File: src/rtl/bus_pkg.sv
// Shared bus definitions: ID field layout, broadcast ID, fill-level status encoding.
// Used by the receive endpoint and by test-side agents and drivers.
package bus_pkg;

    localparam int ID_BITS = 8;
    localparam logic [ID_BITS-1:0] BCAST_ID = 8'hFF;
    // Widest bus word the ID helper can take.
    localparam int MAX_WORD = 64;

    typedef enum logic [1:0] {
        FILL_EMPTY,
        FILL_PARTIAL,
        FILL_FULL
    } fill_state_t;

    // Returns the top ID_BITS bits of a word that is width bits wide.
    function automatic logic [ID_BITS-1:0] get_id(input logic [MAX_WORD-1:0] word,
                                                  input int width);
        return word[width-1 -: ID_BITS];
    endfunction

endpackage

File: src/rtl/bus_rx_fifo.sv
// First-word-fall-through FIFO of any depth >= 2; pointers wrap explicitly at depth-1.
// rd_data shows the head word combinationally from the registered read pointer.
module bus_rx_fifo
    import bus_pkg::*;
#(
    parameter int width = 16,
    parameter int depth = 8,
    localparam int CW = $clog2(depth + 1),
    localparam int PW = (depth > 1) ? $clog2(depth) : 1
) (
    input  logic             clk,
    input  logic             reset,
    input  logic             wr_en,
    input  logic [width-1:0] wr_data,
    input  logic             rd_en,
    output logic [width-1:0] rd_data,
    output logic [CW-1:0]    count,
    output logic             full,
    output logic             empty
);

    logic [width-1:0] mem [depth];
    logic [PW-1:0]    wr_ptr_reg, wr_ptr_next;
    logic [PW-1:0]    rd_ptr_reg, rd_ptr_next;
    logic [CW-1:0]    count_reg, count_next;
    fill_state_t      fill_state;
    logic             do_wr, do_rd;

    function automatic logic [PW-1:0] bump(input logic [PW-1:0] p);
        return (p == PW'(depth - 1)) ? '0 : p + PW'(1);
    endfunction

    always_comb begin
        fill_state = FILL_PARTIAL;
        if (count_reg == '0)
            fill_state = FILL_EMPTY;
        else if (count_reg == CW'(depth))
            fill_state = FILL_FULL;
    end

    assign empty = (fill_state == FILL_EMPTY);
    assign full  = (fill_state == FILL_FULL);

    // A write into a full FIFO is allowed only when the head leaves in the same cycle.
    assign do_rd = rd_en & ~empty;
    assign do_wr = wr_en & (~full | do_rd);

    always_comb begin
        wr_ptr_next = do_wr ? bump(wr_ptr_reg) : wr_ptr_reg;
        rd_ptr_next = do_rd ? bump(rd_ptr_reg) : rd_ptr_reg;
        count_next  = count_reg;
        case ({do_wr, do_rd})
            2'b10:   count_next = count_reg + CW'(1);
            2'b01:   count_next = count_reg - CW'(1);
            default: count_next = count_reg;
        endcase
    end

    always_ff @(posedge clk) begin
        if (reset) begin
            wr_ptr_reg <= '0;
            rd_ptr_reg <= '0;
            count_reg  <= '0;
        end else begin
            wr_ptr_reg <= wr_ptr_next;
            rd_ptr_reg <= rd_ptr_next;
            count_reg  <= count_next;
        end
    end

    // Storage is deliberately left uncleared by reset.
    always_ff @(posedge clk) begin
        if (do_wr && !reset)
            mem[wr_ptr_reg] <= wr_data;
    end

    assign rd_data = mem[rd_ptr_reg];
    assign count   = count_reg;

endmodule

File: src/rtl/bus_rx_endpoint.sv
// Receive endpoint for one bus port: ID filter, FWFT buffer, saturating overflow-drop counter.
// Define BUS_RX_BCAST_EN to also accept words addressed to the broadcast ID 8'hFF.
module bus_rx_endpoint
    import bus_pkg::*;
#(
    parameter int pckg_sz   = 16,
    parameter int deep_fifo = 8,
    parameter int drvrs     = 4,
    parameter int my_id     = 0
) (
    input  logic                             clk,
    input  logic                             reset,
    input  logic                             push,
    input  logic [pckg_sz-1:0]               D_push,
    output logic                             rd_valid,
    output logic [pckg_sz-1:0]               rd_data,
    input  logic                             rd_ready,
    output logic                             full,
    output logic [$clog2(deep_fifo+1)-1:0]   count,
    output logic [15:0]                      drop_cnt
);

    if (pckg_sz <= ID_BITS || pckg_sz > MAX_WORD) begin : g_chk_sz
        $error("bus_rx_endpoint: pckg_sz must be in (8, 64]");
    end
    if (deep_fifo < 2) begin : g_chk_depth
        $error("bus_rx_endpoint: deep_fifo must be at least 2");
    end
    if (my_id < 0 || my_id >= drvrs || my_id > 255) begin : g_chk_id
        $error("bus_rx_endpoint: my_id must be below drvrs and fit in the ID field");
    end

    logic [ID_BITS-1:0] rx_id;
    logic               match, pop, wr_en, drop, fifo_empty;
    logic [15:0]        drop_cnt_reg, drop_cnt_next;

    assign rx_id = get_id(MAX_WORD'(D_push), pckg_sz);

`ifdef BUS_RX_BCAST_EN
    assign match = (rx_id == ID_BITS'(my_id)) | (rx_id == BCAST_ID);
`else
    assign match = (rx_id == ID_BITS'(my_id));
`endif

    assign rd_valid = ~fifo_empty;
    assign pop      = rd_valid & rd_ready;
    assign wr_en    = push & match & (~full | pop);
    assign drop     = push & match & full & ~pop;

    always_comb begin
        drop_cnt_next = drop_cnt_reg;
        if (drop && drop_cnt_reg != 16'hFFFF)
            drop_cnt_next = drop_cnt_reg + 16'd1;
    end

    always_ff @(posedge clk) begin
        if (reset)
            drop_cnt_reg <= '0;
        else
            drop_cnt_reg <= drop_cnt_next;
    end

    assign drop_cnt = drop_cnt_reg;

    bus_rx_fifo #(
        .width (pckg_sz),
        .depth (deep_fifo)
    ) u_fifo (
        .clk     (clk),
        .reset   (reset),
        .wr_en   (wr_en),
        .wr_data (D_push),
        .rd_en   (pop),
        .rd_data (rd_data),
        .count   (count),
        .full    (full),
        .empty   (fifo_empty)
    );

endmodule

File: config.mk
export PLATFORM = sky130hd
export DESIGN_NAME = bus_rx_endpoint
export DESIGN_NICKNAME = d
export VERILOG_FILES = /design/src/rtl/bus_pkg.sv /design/src/rtl/bus_rx_fifo.sv /design/src/rtl/bus_rx_endpoint.sv
export SDC_FILE = /design/constraint.sdc
export NUM_CORES = 1
export LEC_CHECK = 0
export ABC_AREA = 1
export CAP_MARGIN = 20
export CORE_AREA = 2 2 116 118
export DETAILED_ROUTE_END_ITERATION = 7
export DIE_AREA = 0 0 118 120
export PLACE_DENSITY = 0.71
export SYNTH_ARGS = -nofsm -noshare
export SYNTH_HDL_FRONTEND = slang
export SYNTH_HIERARCHICAL = 1
export SYNTH_SLANG_ARGS = --single-unit
File: constraint.sdc
create_clock -name clk -period 5.6 [get_ports clk]
set_clock_uncertainty 0.1 [all_clocks]
set_input_delay 1.12 -clock clk [delete_from_list [all_inputs] [get_ports clk]]
set_output_delay 1.12 -clock clk [all_outputs]
set_load 0.005 [all_outputs]
# [After elaboration in Yosys (flattened, before gate mapping)]
# Memories as Yosys holds them, arrays and structs flattened. A register that Yosys moved wholly into a read port is not among the register bits.
# Index checks and enable logic that the tools add are counted.
[word_totals] regBits=26 ramBits=128 out_inout_bits=38 elab_cells=45 memories=1
[memory_table] memory="u_fifo.mem" depth=8 width=16 rd=1 rd_clocked_by_memory_dff=1 write_ports=1 line_no="bus_rx_fifo.sv:22" rtl="logic [width-1:0] mem [depth];"
[op_classes] addsub=5 n_eq_ne=7 mux=9 bitwise_logic=12 n_reduce_logical=7
[op_table] cell="$add A16 B1 Y16 const B" n=1
[op_table] cell="$ne A16 B16 Y1 const B" n=1
[op_table] cell="$mux W3" n=4
[op_table] cell="$logic_not A8 Y1" n=1
[op_table] cell="$pmux W4 S2" n=1
[op_table] cell="$and A1 B1 Y1" n=7
[op_table] cell="$add A3 B1 Y3 const B" n=2
[op_table] cell="$eq A3 B3 Y1 const B" n=2
[op_table] cell="$add A4 B1 Y4 const B" n=1
[op_table] cell="$eq A2 B2 Y1 const B" n=2
[op_table] cell="$eq A4 B4 Y1 const B" n=1
[op_table] cell="$logic_not A4 Y1" n=1
[op_table] cell="$mux W2" n=2
[op_table] cell="$sub A4 B1 Y4 const B" n=1
[op_table] cell="$not A1 Y1" n=3
[op_table] cell="$eq A2 B1 Y1 const B" n=1
[op_table] cell="$logic_and A1 B1 Y1" n=2
[op_table] cell="$logic_not A2 Y1" n=1
[op_table] cell="$mux W1" n=2
[op_table] cell="$or A1 B1 Y1" n=2
[op_table] cell="$reduce_bool A2 Y1" n=1
[op_table] cell="$logic_not A1 Y1" n=1

# [Logic depth before layout (Yosys ltp)]
# Gate-level depths: netlist of the first run.
[depth] depth_word=12 depth_mapped=16 mapped_depth_nobuf=16

# [Modules after synthesis]
# Netlist of the first run, hierarchy kept.
[modules_own_cells] mod="bus_rx_fifo" instances=1 cells_per_inst=421 area_per_inst_um2=5718.0 seq_area_each_um2=4103.9
[modules_own_cells] mod="bus_rx_endpoint" instances=1 cells_per_inst=192 area_per_inst_um2=1209.9 seq_area_each_um2=320.3

# [Worst setup path before layout of the first run]
# OpenSTA, ideal clock, no wires.
[synth_timing] path_kind="in2reg" start="input port rd_ready" end="memory u_fifo.mem[0][0] (enable)" setup_time_ps=388 t_arrival_ps=2962 t_required_ps=5112 setup_slack_ps=2149 stages=8 path_buffers=0 cell_sequence="inv_1 > nor2_1 > nor2_2 > nor3_1 > nand2_2 > nor2_2 > nand2_1 > nor2_1"
[synth_between] elab_chain_cells=7 word_cells_on_any_way=9 cone_classes="mux: 2; bitwise: 6; reduce/logical: 1"
[synth_lines] item="start, declared" line_no="bus_rx_endpoint.sv:17" rtl="input logic rd_ready,"
[synth_lines] item="$and A1 B1 Y1" line_no="bus_rx_endpoint.sv:46" rtl="assign pop = rd_valid & rd_ready;"
[synth_lines] item="named net pop" line_no="bus_rx_endpoint.sv:34" rtl="logic match, pop, wr_en, drop, fifo_empty;"
[synth_lines] item="$or A1 B1 Y1" line_no="bus_rx_endpoint.sv:47" rtl="assign wr_en = push & match & (~full | pop);"
[synth_lines] item="$and A1 B1 Y1" line_no="bus_rx_endpoint.sv:47"
[synth_lines] item="named net wr_en" line_no="bus_rx_endpoint.sv:34"
[synth_lines] item="$and A1 B1 Y1" line_no="bus_rx_fifo.sv:46" rtl="assign do_wr = wr_en & (~full | do_rd);"
[synth_lines] item="$logic_and A1 B1 Y1" line_no="bus_rx_fifo.sv:73" rtl="if (do_wr && !reset)"
[synth_lines] item="$mux W1" line_no="bus_rx_fifo.sv:73"
[synth_lines] item="$mux W1 (implied by the code)" line_no="bus_rx_fifo.sv:74" rtl="mem[wr_ptr_reg] <= wr_data;"
[synth_lines] item="end, declared" line_no="bus_rx_fifo.sv:22"
# The timed path passes the listed nets, and every way through them passes these cells.

==> results of run 1 <==
worst min-delay path, stage by stage (launching register included):
cell     delay (ns)
dfxtp_1        0.32
nand2_1        0.06
a21oi_1        0.07
layer usage:
| layer | share of wire, % | track usage [%] |
|---|---|---|
| met5 | 0 | 0 |
| met4 | 1.4 | 7.756 |
| met3 | 5.1 | 5.608 |
| met2 | 51 | 34.99 |
| met1 | 43 | 25.63 |
worst max-delay path by stage:
stage | start | slack (ns) | endpoint
3_5_place_dp | D_push[14] | 1.63 | u_fifo/count[3]
2_1_floorplan | rd_ready | 2.15 | u_fifo/mem[0][0]
4_1_cts | flip-flop | 1.67 | rd_data[13]
3_3_place_gp | D_push[14] | 1.72 | u_fifo/count[3]
6_report | flip-flop | 1.72 | rd_data[4]
5_1_grt | flip-flop | 1.55 | rd_data[3]
cells in the mapped netlist:
cell type / n
a21oi_1: 8
buf_1: 5
buf_12: 2
buf_2: 5
buf_4: 1
buf_6: 9
clkbuf_1: 1
clkinv_1: 2
dfxtp_1: 29
edfxtp_1: 128
fa_1: 1
ha_1: 7
inv_1: 44
inv_2: 4
inv_4: 1
mux2i_1: 32
nand2_1: 107
nand2_2: 6
nand2_4: 2
nand3_1: 24
nand3_2: 11
nand3b_1: 1
nand4_1: 2
nand4_4: 1
nor2_1: 88
nor2_2: 7
nor2_4: 7
nor3_1: 3
nor3_2: 1
nor3_4: 1
o211a_1: 1
o21ai_0: 17
o21ai_1: 21
o21ai_2: 1
o22ai_1: 32
xor2_1: 1
logic make-up after synthesis:
kind of cell	Yosys count	share of synthesized area, %
simple gates	261	17.72
xor+xnor	1	0.1264
fa+ha+maj	8	1.553
compound gates	80	6.484
buf+inv	74	5.635
mux	32	4.623
flops	157	63.86
final cells by class:
type	count	area share (%)
Sequential cell	157	54.02
Timing Repair Buffer	69	8.307
Multi-Input combinational cell	382	25.79
Tap cell	176	2.687
Clock buffer	20	5.329
Inverter	51	2.367
Clock inverter	12	1.496
stage by stage:
step	setup slack, ns	total power, mW	area [um2]	util [%]
after global placement	1.722	1.320	7607	58.61
after floorplan	2.149	1.294	6928	-
final	1.724	2.384	8194	63.13
after global routing	1.551	2.465	8194	63.13
after detailed placement	1.628	1.322	7607	58.61
after CTS	1.673	2.404	8167	62.92
power by group through the flow:
stage	Clock, mW	Sequential [mW]	Combinational (mW)
finish	1.09	1.26	0.0364
global route	1.16	1.26	0.0403
CTS	1.11	1.26	0.0370
detailed placement	0	1.29	0.0367
global placement	0	1.28	0.0350
floorplan	0	1.29	0.00839
placed cells by master (no fill, tap or decap), types with 3 or more instances in the layout:
master and n:
mux2i_1 32, o21ai_0 17, clkdlybuf4s50_1 57, a21oi_1 8, nor2_1 88, nand2_2 6
buf_4 11, edfxtp_1 128, clkbuf_16 17, ha_1 7, nand3_2 11, nand2_1 107
dfxtp_1 27, inv_2 4, nand3_1 24, nor2_2 7, nor3_1 3, clkinv_2 6
nor2_4 7, o21ai_1 21, clkbuf_1 3, inv_1 44, o22ai_1 32
==> flow_metrics.env, run 1 <==
export IMPL_fp_dieW_um=118
export IMPL_arrival_ns=2.66
export IMPL_finalCriticalPeriod_ns=3.876
export IMPL_multi_input_area_um2=2113
export IMPL_powerDensity_nw_per_um2=291.0
export IMPL_synth_cell_types=36
export IMPL_yosysTopAreaCell="edfxtp_1"
export IMPL_r2r_end="u_fifo/count[3]"
export IMPL_yosys_warnings=6
export IMPL_fp_dieH_um=120
export IMPL_regArea_um2=4427
export IMPL_path_buf_inv=2
export IMPL_vdd_drop_max_mv=0.2096
export IMPL_max_slew_margin_pct=49.39
export IMPL_clock_sinks=157
export IMPL_area_growth_syn_to_layout_pct=18.28
export IMPL_synth_nets=641
export IMPL_setup_worst_path_start_class="flip-flop"
export IMPL_p_leak_nw=2.856
export IMPL_drv_cap=0
export IMPL_cp_slowest_cell="dfxtp_2"
export IMPL_p_switching_mw=0.4580
export IMPL_drive_above_1_share_pct=12.30
export IMPL_hold_path_startpoint="u_fifo/rd_ptr_reg[1]"
export IMPL_internal_power_mw=1.926
export IMPL_io_pins=58
export IMPL_postRouteAntennaNets=0
export IMPL_grt_pass1_wl_mm=22.59
export IMPL_clock_latency_ns=0.42
export IMPL_grt_max_degree=65
export IMPL_synth_area_leaders="edfxtp_1, dfxtp_1, nand2_1, nor2_1, mux2i_1"
export IMPL_drc=0
export IMPL_drt_iter0_markers=281
export IMPL_status="completed"
export IMPL_row_count=42
export IMPL_worst_setup_path_end_kind="output port"
export IMPL_place_congestion=0.8506
export IMPL_tns_ns=0
export IMPL_crit_type="flip-flop to output port"
export IMPL_fill_cells=1021
export IMPL_synthCells=613
export IMPL_clkTransAtPathRegs_ns=0.06
export IMPL_synth_seq_cells=157
export IMPL_dpl_cell_count=834
export IMPL_core_um2=12980
export IMPL_min_path_cells=2
export IMPL_r2r_slack_ns=2.46
export IMPL_antenna_found_initial=0
export IMPL_syn_area_um2=6928
export IMPL_nNetsFinal=706
export IMPL_cpPeakStageDelay_ns=0.82
export IMPL_h_tree_depth=4
export IMPL_initial_utilization_pct=53.37
export IMPL_cts_tree="yes"
export IMPL_combPwrFrac_pct=1.5
export IMPL_fin_cells=867
export IMPL_cp_depth=6
export IMPL_grt_overflow=0
export IMPL_syn_avg_cell_area_um2=11.30
export IMPL_clock_path_buffers=2
export IMPL_root_buffer="clkbuf_16"
export IMPL_p_seq_share_pct=52.9
export IMPL_hold_viol_final=0
export IMPL_post_route_period_util_pct=69.22
export IMPL_sw_frac_of_total_pct=19.21
export IMPL_dp_hpwl_mm=8.369
export IMPL_grt_pass1_vias=4541
export IMPL_clock_power_share_pct=45.6
export IMPL_grt_use_total_pct=20.72
export IMPL_crit_top_cell="nand2_1"
export IMPL_ff2ff_path_depth=16
export IMPL_dr_pass1_iters=5
export IMPL_wl_per_cell_um=16.30
export IMPL_cts_buffers=17
export IMPL_cts_resized=0
export IMPL_yosysTopAreaCellShare_pct=55.48
export IMPL_synth_yosys_seq_area_share_pct=63.86
export IMPL_num_vias=4643
export IMPL_hp_class="flip-flop to flip-flop"
export IMPL_antenna_cells=0
export IMPL_wirelength_mm=14.13
export IMPL_design_die_area_um2=14160
export IMPL_setup_viol=0
export IMPL_slew_violations=0
export IMPL_critPathRequiredTime_ns=4.38
export IMPL_cts_setup_buffers=0
export IMPL_postCtsHoldBufs=0
export IMPL_cp_top_family="buffers and inverters"
export IMPL_rsz0062_at_grt="false"
export IMPL_routed_via_density=5.355
export IMPL_largest_register_ffs=128
export IMPL_fmax_mhz=258.0
export IMPL_port_buffers=57
export IMPL_timing_rr_start="u_fifo/count[3]"
export IMPL_worst_slew_pin_slew_ns=0.7591
export IMPL_whs_ns=0.4069
export IMPL_path_cells="buf_4, o21ai_0, o22ai_1, nand2_1, nand2_1, clkdlybuf4s50_1"
export IMPL_path_max_fanout=30
Note: power is estimated with default switching activity, not from simulation.
==> run 2, diff against run 1 <==
- CORE_AREA: 2 2 116 118 -> 2 2 119 121
- DIE_AREA: 0 0 118 120 -> 0 0 121 123
- PLACE_DENSITY: 0.71 -> 0.7
- clock period: 5.6 -> 3.14 ns (I/O delays scaled with it)
==> run 2 against run 1 <==
  * Hold slack worse by 0.0059 ns
  * Clock power increased by 95%
  * Die area rose by 5.1%
  * Non-clock buffer count is 16 higher
  * Critical endpoint is now rd_data[10]
  * Largest cell class unchanged
  * Highest routed layer unchanged
==> flow_metrics.env, run 2 (synthesized netlist as in run 1, its figures left out) <==
export IMPL_status="completed"
export IMPL_antenna_cells=0
export IMPL_dpl_cell_count=855
export IMPL_grt_overflow=0
export IMPL_grt_pass1_vias=4639
export IMPL_finalPower_mw=4.454
export IMPL_finalCriticalPeriod_ns=2.924
export IMPL_design_die_area_um2=14880
export IMPL_io_pins=58
export IMPL_clock_sinks=157
export IMPL_whs_ns=0.4009
export IMPL_top_usage_layer="met2"
export IMPL_mostFrequentLayoutCells="edfxtp_1, nand2_1, nor2_1"
export IMPL_slew_violations=0
export IMPL_worst_slew_pin_slew_ns=0.6573
export IMPL_initial_utilization_pct=50.90
export IMPL_fmax_mhz=342.0
export IMPL_setup_viol=0
export IMPL_grt_pass1_wl_mm=23.47
export IMPL_fp_dieH_um=123
export IMPL_cts_setup_buffers=0
export IMPL_met1_usage_pct=26.84
export IMPL_tns_ns=0
export IMPL_met3_usage_pct=5.812
export IMPL_drive_above_1_share_pct=14.57
export IMPL_port_buffers=57
export IMPL_use_met2_pct=34.20
export IMPL_worst_slack_ns=0.2161
export IMPL_grt_max_degree=65
export IMPL_placed_cell_area_um2=7790
export IMPL_p_leak_nw=2.965
export IMPL_nNetsFinal=722
export IMPL_place_congestion=0.7922
export IMPL_dr_pass1_iters=4
export IMPL_critPathRequiredTime_ns=2.41
export IMPL_wl_per_cell_um=16.28
export IMPL_root_buffer="clkbuf_16"
export IMPL_postRouteAntennaNets=0
export IMPL_drt_iter0_markers=294
export IMPL_num_vias=4655
export IMPL_worst_setup_path_end_kind="output port"
export IMPL_cts_buffers=17
export IMPL_dp_slack_ns=0.03864
export IMPL_vdd_drop_max_mv=0.2790
export IMPL_dp_hpwl_mm=9.465
export IMPL_largest_register_ffs=128
export IMPL_core_um2=13610
export IMPL_h_tree_depth=4
export IMPL_grt_use_total_pct=20.70
export IMPL_hp_class="flip-flop to flip-flop"
export IMPL_fill_cells=1083
export IMPL_rsz0062_at_grt="false"
export IMPL_hold_viol_final=0
export IMPL_post_route_period_util_pct=93.12
export IMPL_fin_cells=887
export IMPL_drv_cap=0
export IMPL_routed_via_density=5.248
export IMPL_crit_type="flip-flop to output port"
export IMPL_wirelength_mm=14.44
export IMPL_max_slew_margin_pct=56.13
export IMPL_cts_resized=0
export IMPL_fp_dieW_um=121
export IMPL_row_count=43
export IMPL_mostFrequentLayoutCell="edfxtp_1"
export IMPL_setup_worst_path_start_class="flip-flop"
export IMPL_clock_path_buffers=2
export IMPL_area_growth_syn_to_layout_pct=21.42
export IMPL_clkTransAtPathRegs_ns=0.06
export IMPL_powerDensity_nw_per_um2=529.5
export IMPL_postCtsHoldBufs=0
export IMPL_arrival_ns=2.20
export IMPL_cts_tree="yes"
export IMPL_stdcell_area_um2=8412
export IMPL_path_max_fanout=17
export IMPL_antenna_found_initial=0
export IMPL_drc=0
export IMPL_clock_latency_ns=0.42
export IMPL_utilization_pct=61.80
-- run 2: cell types whose count changed in the layout (fill, tap and decap cells not counted), sizes merged --
cell / delta
inv: +1
bufinv: +2
buf: +16
clkbuf: -3
clkinvlp: +1
clkinv: -1
-- run 2: worst max-delay path, cell delays in order (launching register included) --
cell             delay [ns]
dfxtp_2                0.45
buf_4                  0.31
mux2i_1                0.28
o22ai_1                0.11
nand2_1                0.07
nand2_1                0.08
clkdlybuf4s50_1        0.45
-- run 2: cell type report --
cell class | count | area [um2] | area share (%)
sequential | 157 | 4427 | 52.63
multi-input combinational | 382 | 2113 | 25.12
clock inverter | 15 | 196.4 | 2.335
timing repair buffer | 85 | 830.8 | 9.877
inverter | 51 | 193.9 | 2.306
tap | 180 | 225.2 | 2.677
clock buffer | 17 | 425.4 | 5.057
-- run 2: power breakdown --
group / total [mW] / internal, mW / switching [mW] / leakage, nW
logic: 0.0790 / 0.0338 / 0.0452 / 1.28
registers: 2.25 / 2.25 / 0.000271 / 1.38
clock network: 2.13 / 1.33 / 0.801 / 0.297
-- run 2: layer usage --
metal,share of wire [%],up-vias
met4,1.3,0
met3,5.2,14
li1,-,2283
met5,0,-
met1,44,2228
met2,49,130
-- run 2: final timing paths --
path / startpoint / to / slack, ns / depth (start not counted)
worst max register to register: u_fifo/count[3] / u_fifo/count[3] / 0.50 / 16
worst min register to register: u_fifo/rd_ptr_reg[1] / flip-flop / 0.40 / 2
worst max-delay path: flip-flop / rd_data[10] / 0.22 / 6
worst min-delay path: u_fifo/rd_ptr_reg[1] / flip-flop / 0.40 / 2
==> run 3, diff against run 2 <==
- CTS_CLUSTER_SIZE: default -> 16
- SETUP_SLACK_MARGIN: default -> 0.1
==> run 3 against run 2 <==
  * Maximum frequency increased by 0.54%
  * Combinational power about the same
  * Routed wire length decreased by 0.38%
  * First-iteration DRC count down 9.2%
  * Design area hardly changed
  * Hold slack about the same
  * Via count about the same
  * Critical path type unchanged
  * Sequential cell count unchanged
==> flow_metrics.env, run 3 (synthesized netlist as in run 1, its figures left out) <==
export IMPL_status="completed"
export IMPL_path_cells="buf_12, o21ai_1, o22ai_1, nand2_1, nand2_1, clkdlybuf4s50_1"
export IMPL_antenna_cells=0
export IMPL_num_vias=4656
export IMPL_h_tree_depth=4
export IMPL_clock_path_buffers=2
export IMPL_fill_cells=1084
export IMPL_antenna_found_initial=0
export IMPL_mostFrequentLayoutCells="edfxtp_1, nand2_1, nor2_1"
export IMPL_area_growth_syn_to_layout_pct=21.47
export IMPL_crit_top_cell="nand2_1"
export IMPL_finalCriticalPeriod_ns=2.908
export IMPL_worst_setup_path_end_kind="output port"
export IMPL_grt_pass1_vias=4639
export IMPL_cts_tree="yes"
export IMPL_drv_cap=0
export IMPL_min_path_cells=2
export IMPL_path_max_fanout=32
export IMPL_fp_dieW_um=121
export IMPL_max_slew_margin_pct=55.74
export IMPL_wl_per_cell_um=16.22
export IMPL_clock_sinks=157
export IMPL_drive_above_1_share_pct=14.57
export IMPL_core_um2=13610
export IMPL_clkTransAtPathRegs_ns=0.06
export IMPL_grt_use_total_pct=20.70
export IMPL_drc=0
export IMPL_setup_viol=0
export IMPL_dp_hpwl_mm=9.465
export IMPL_critPathRequiredTime_ns=2.41
export IMPL_wirelength_mm=14.39
export IMPL_worst_slew_pin_slew_ns=0.6631
export IMPL_place_congestion=0.7922
export IMPL_p_leak_nw=2.966
export IMPL_r2r_slack_ns=0.50
export IMPL_post_route_period_util_pct=92.62
export IMPL_cp_slowest_cell="clkdlybuf4s50_1"
export IMPL_nNetsFinal=722
export IMPL_grt_overflow=0
export IMPL_slew_violations=0
export IMPL_fin_cells=887
export IMPL_vdd_drop_max_mv=0.2791
export IMPL_port_buffers=57
export IMPL_dr_pass1_iters=4
export IMPL_mostFrequentLayoutCell="edfxtp_1"
export IMPL_drt_iter0_markers=267
export IMPL_routed_via_density=5.249
export IMPL_r2r_end="u_fifo/count[3]"
export IMPL_row_count=43
export IMPL_dpl_cell_count=855
export IMPL_postRouteAntennaNets=0
export IMPL_hold_viol_final=0
export IMPL_design_die_area_um2=14880
export IMPL_fp_dieH_um=123
export IMPL_initial_utilization_pct=50.90
export IMPL_cpPeakStageDelay_ns=0.51
export IMPL_arrival_ns=2.18
export IMPL_io_pins=58
export IMPL_timing_rr_start="u_fifo/count[3]"
export IMPL_largest_register_ffs=128
export IMPL_powerDensity_nw_per_um2=529.2
export IMPL_fmax_mhz=343.8
export IMPL_setup_worst_path_start_class="flip-flop"
export IMPL_root_buffer="clkbuf_16"
export IMPL_cts_setup_buffers=0
export IMPL_hp_class="flip-flop to flip-flop"
export IMPL_cts_buffers=17
export IMPL_tns_ns=0
export IMPL_grt_pass1_wl_mm=23.47
export IMPL_crit_type="flip-flop to output port"
export IMPL_grt_max_degree=65
export IMPL_finalPower_mw=4.454
export IMPL_cp_endpoint="rd_data[10]"
export IMPL_rsz0062_at_grt="false"
export IMPL_clock_latency_ns=0.42
export IMPL_ff2ff_path_depth=16
## run 3: changes by cell type in the layout (fill, tap and decap cells not counted)
cell and change:
buf_4 -1, buf_6 +1
## run 3: critical path: cells and delay by family, from the launching register on
kind | cells | cell delay (ns)
buf+inv | 2 | 0.75
simple gates | 2 | 0.20
compound gates | 2 | 0.35
flops | 1 | 0.45
## run 3: area by class of cell
type	instances	area [um2]	area share, %
Timing Repair Buffer	85	834.6	9.917
Clock buffer	17	425.4	5.055
Multi-Input combinational cell	382	2113	25.11
Sequential cell	157	4427	52.60
Inverter	51	193.9	2.304
Clock inverter	15	196.4	2.334
Tap cell	180	225.2	2.676
## run 3: timing repair
item / CTS / global route
hold buffers: 0 / 0
endpoints found under the setup margin: 0 / 3
resized for setup: 0 / 1
## run 3: through the flow
step	worst slack [ns]	instance area [um2]	hold WS, ns	utilization (%)
2_1_floorplan	0.1813	6928	0.3540	-
3_3_place_gp	0.08166	7790	0.3705	57.23
3_5_place_dp	0.03864	7790	0.3926	57.23
4_1_cts	0.1694	8412	0.4015	61.80
5_1_grt	0.1073	8416	0.4386	61.83
6_report	0.2317	8416	0.4009	61.83
## run 3: metal layers
metal  part of all wire, %  GRT usage [%]  up-vias
met5                     0              0        -
met4                   1.4          6.105        0
met3                   5.4          5.812       14
met2                    49          34.20      129
met1                    44          26.84     2229
li1                      -              -     2284
## run 3: worst min-delay path by stage
stage	startpoint	to	slack, ns
after global placement	u_fifo/rd_ptr_reg[1]	flip-flop	0.37
after detailed placement	u_fifo/rd_ptr_reg[1]	flip-flop	0.39
final	u_fifo/rd_ptr_reg[1]	flip-flop	0.40
after global routing	u_fifo/rd_ptr_reg[2]	u_fifo/rd_ptr_reg[2]	0.44
after floorplan	u_fifo/rd_ptr_reg[1]	flip-flop	0.35
after CTS	u_fifo/rd_ptr_reg[1]	flip-flop	0.40
## run 3: where the power goes
group / switching (mW) / internal [mW] / total, mW
Sequential: 0.000269 / 2.25 / 2.25
Combinational: 0.0451 / 0.0338 / 0.0789
Clock: 0.801 / 1.33 / 2.13
Total: 0.847 / 3.61 / 4.45
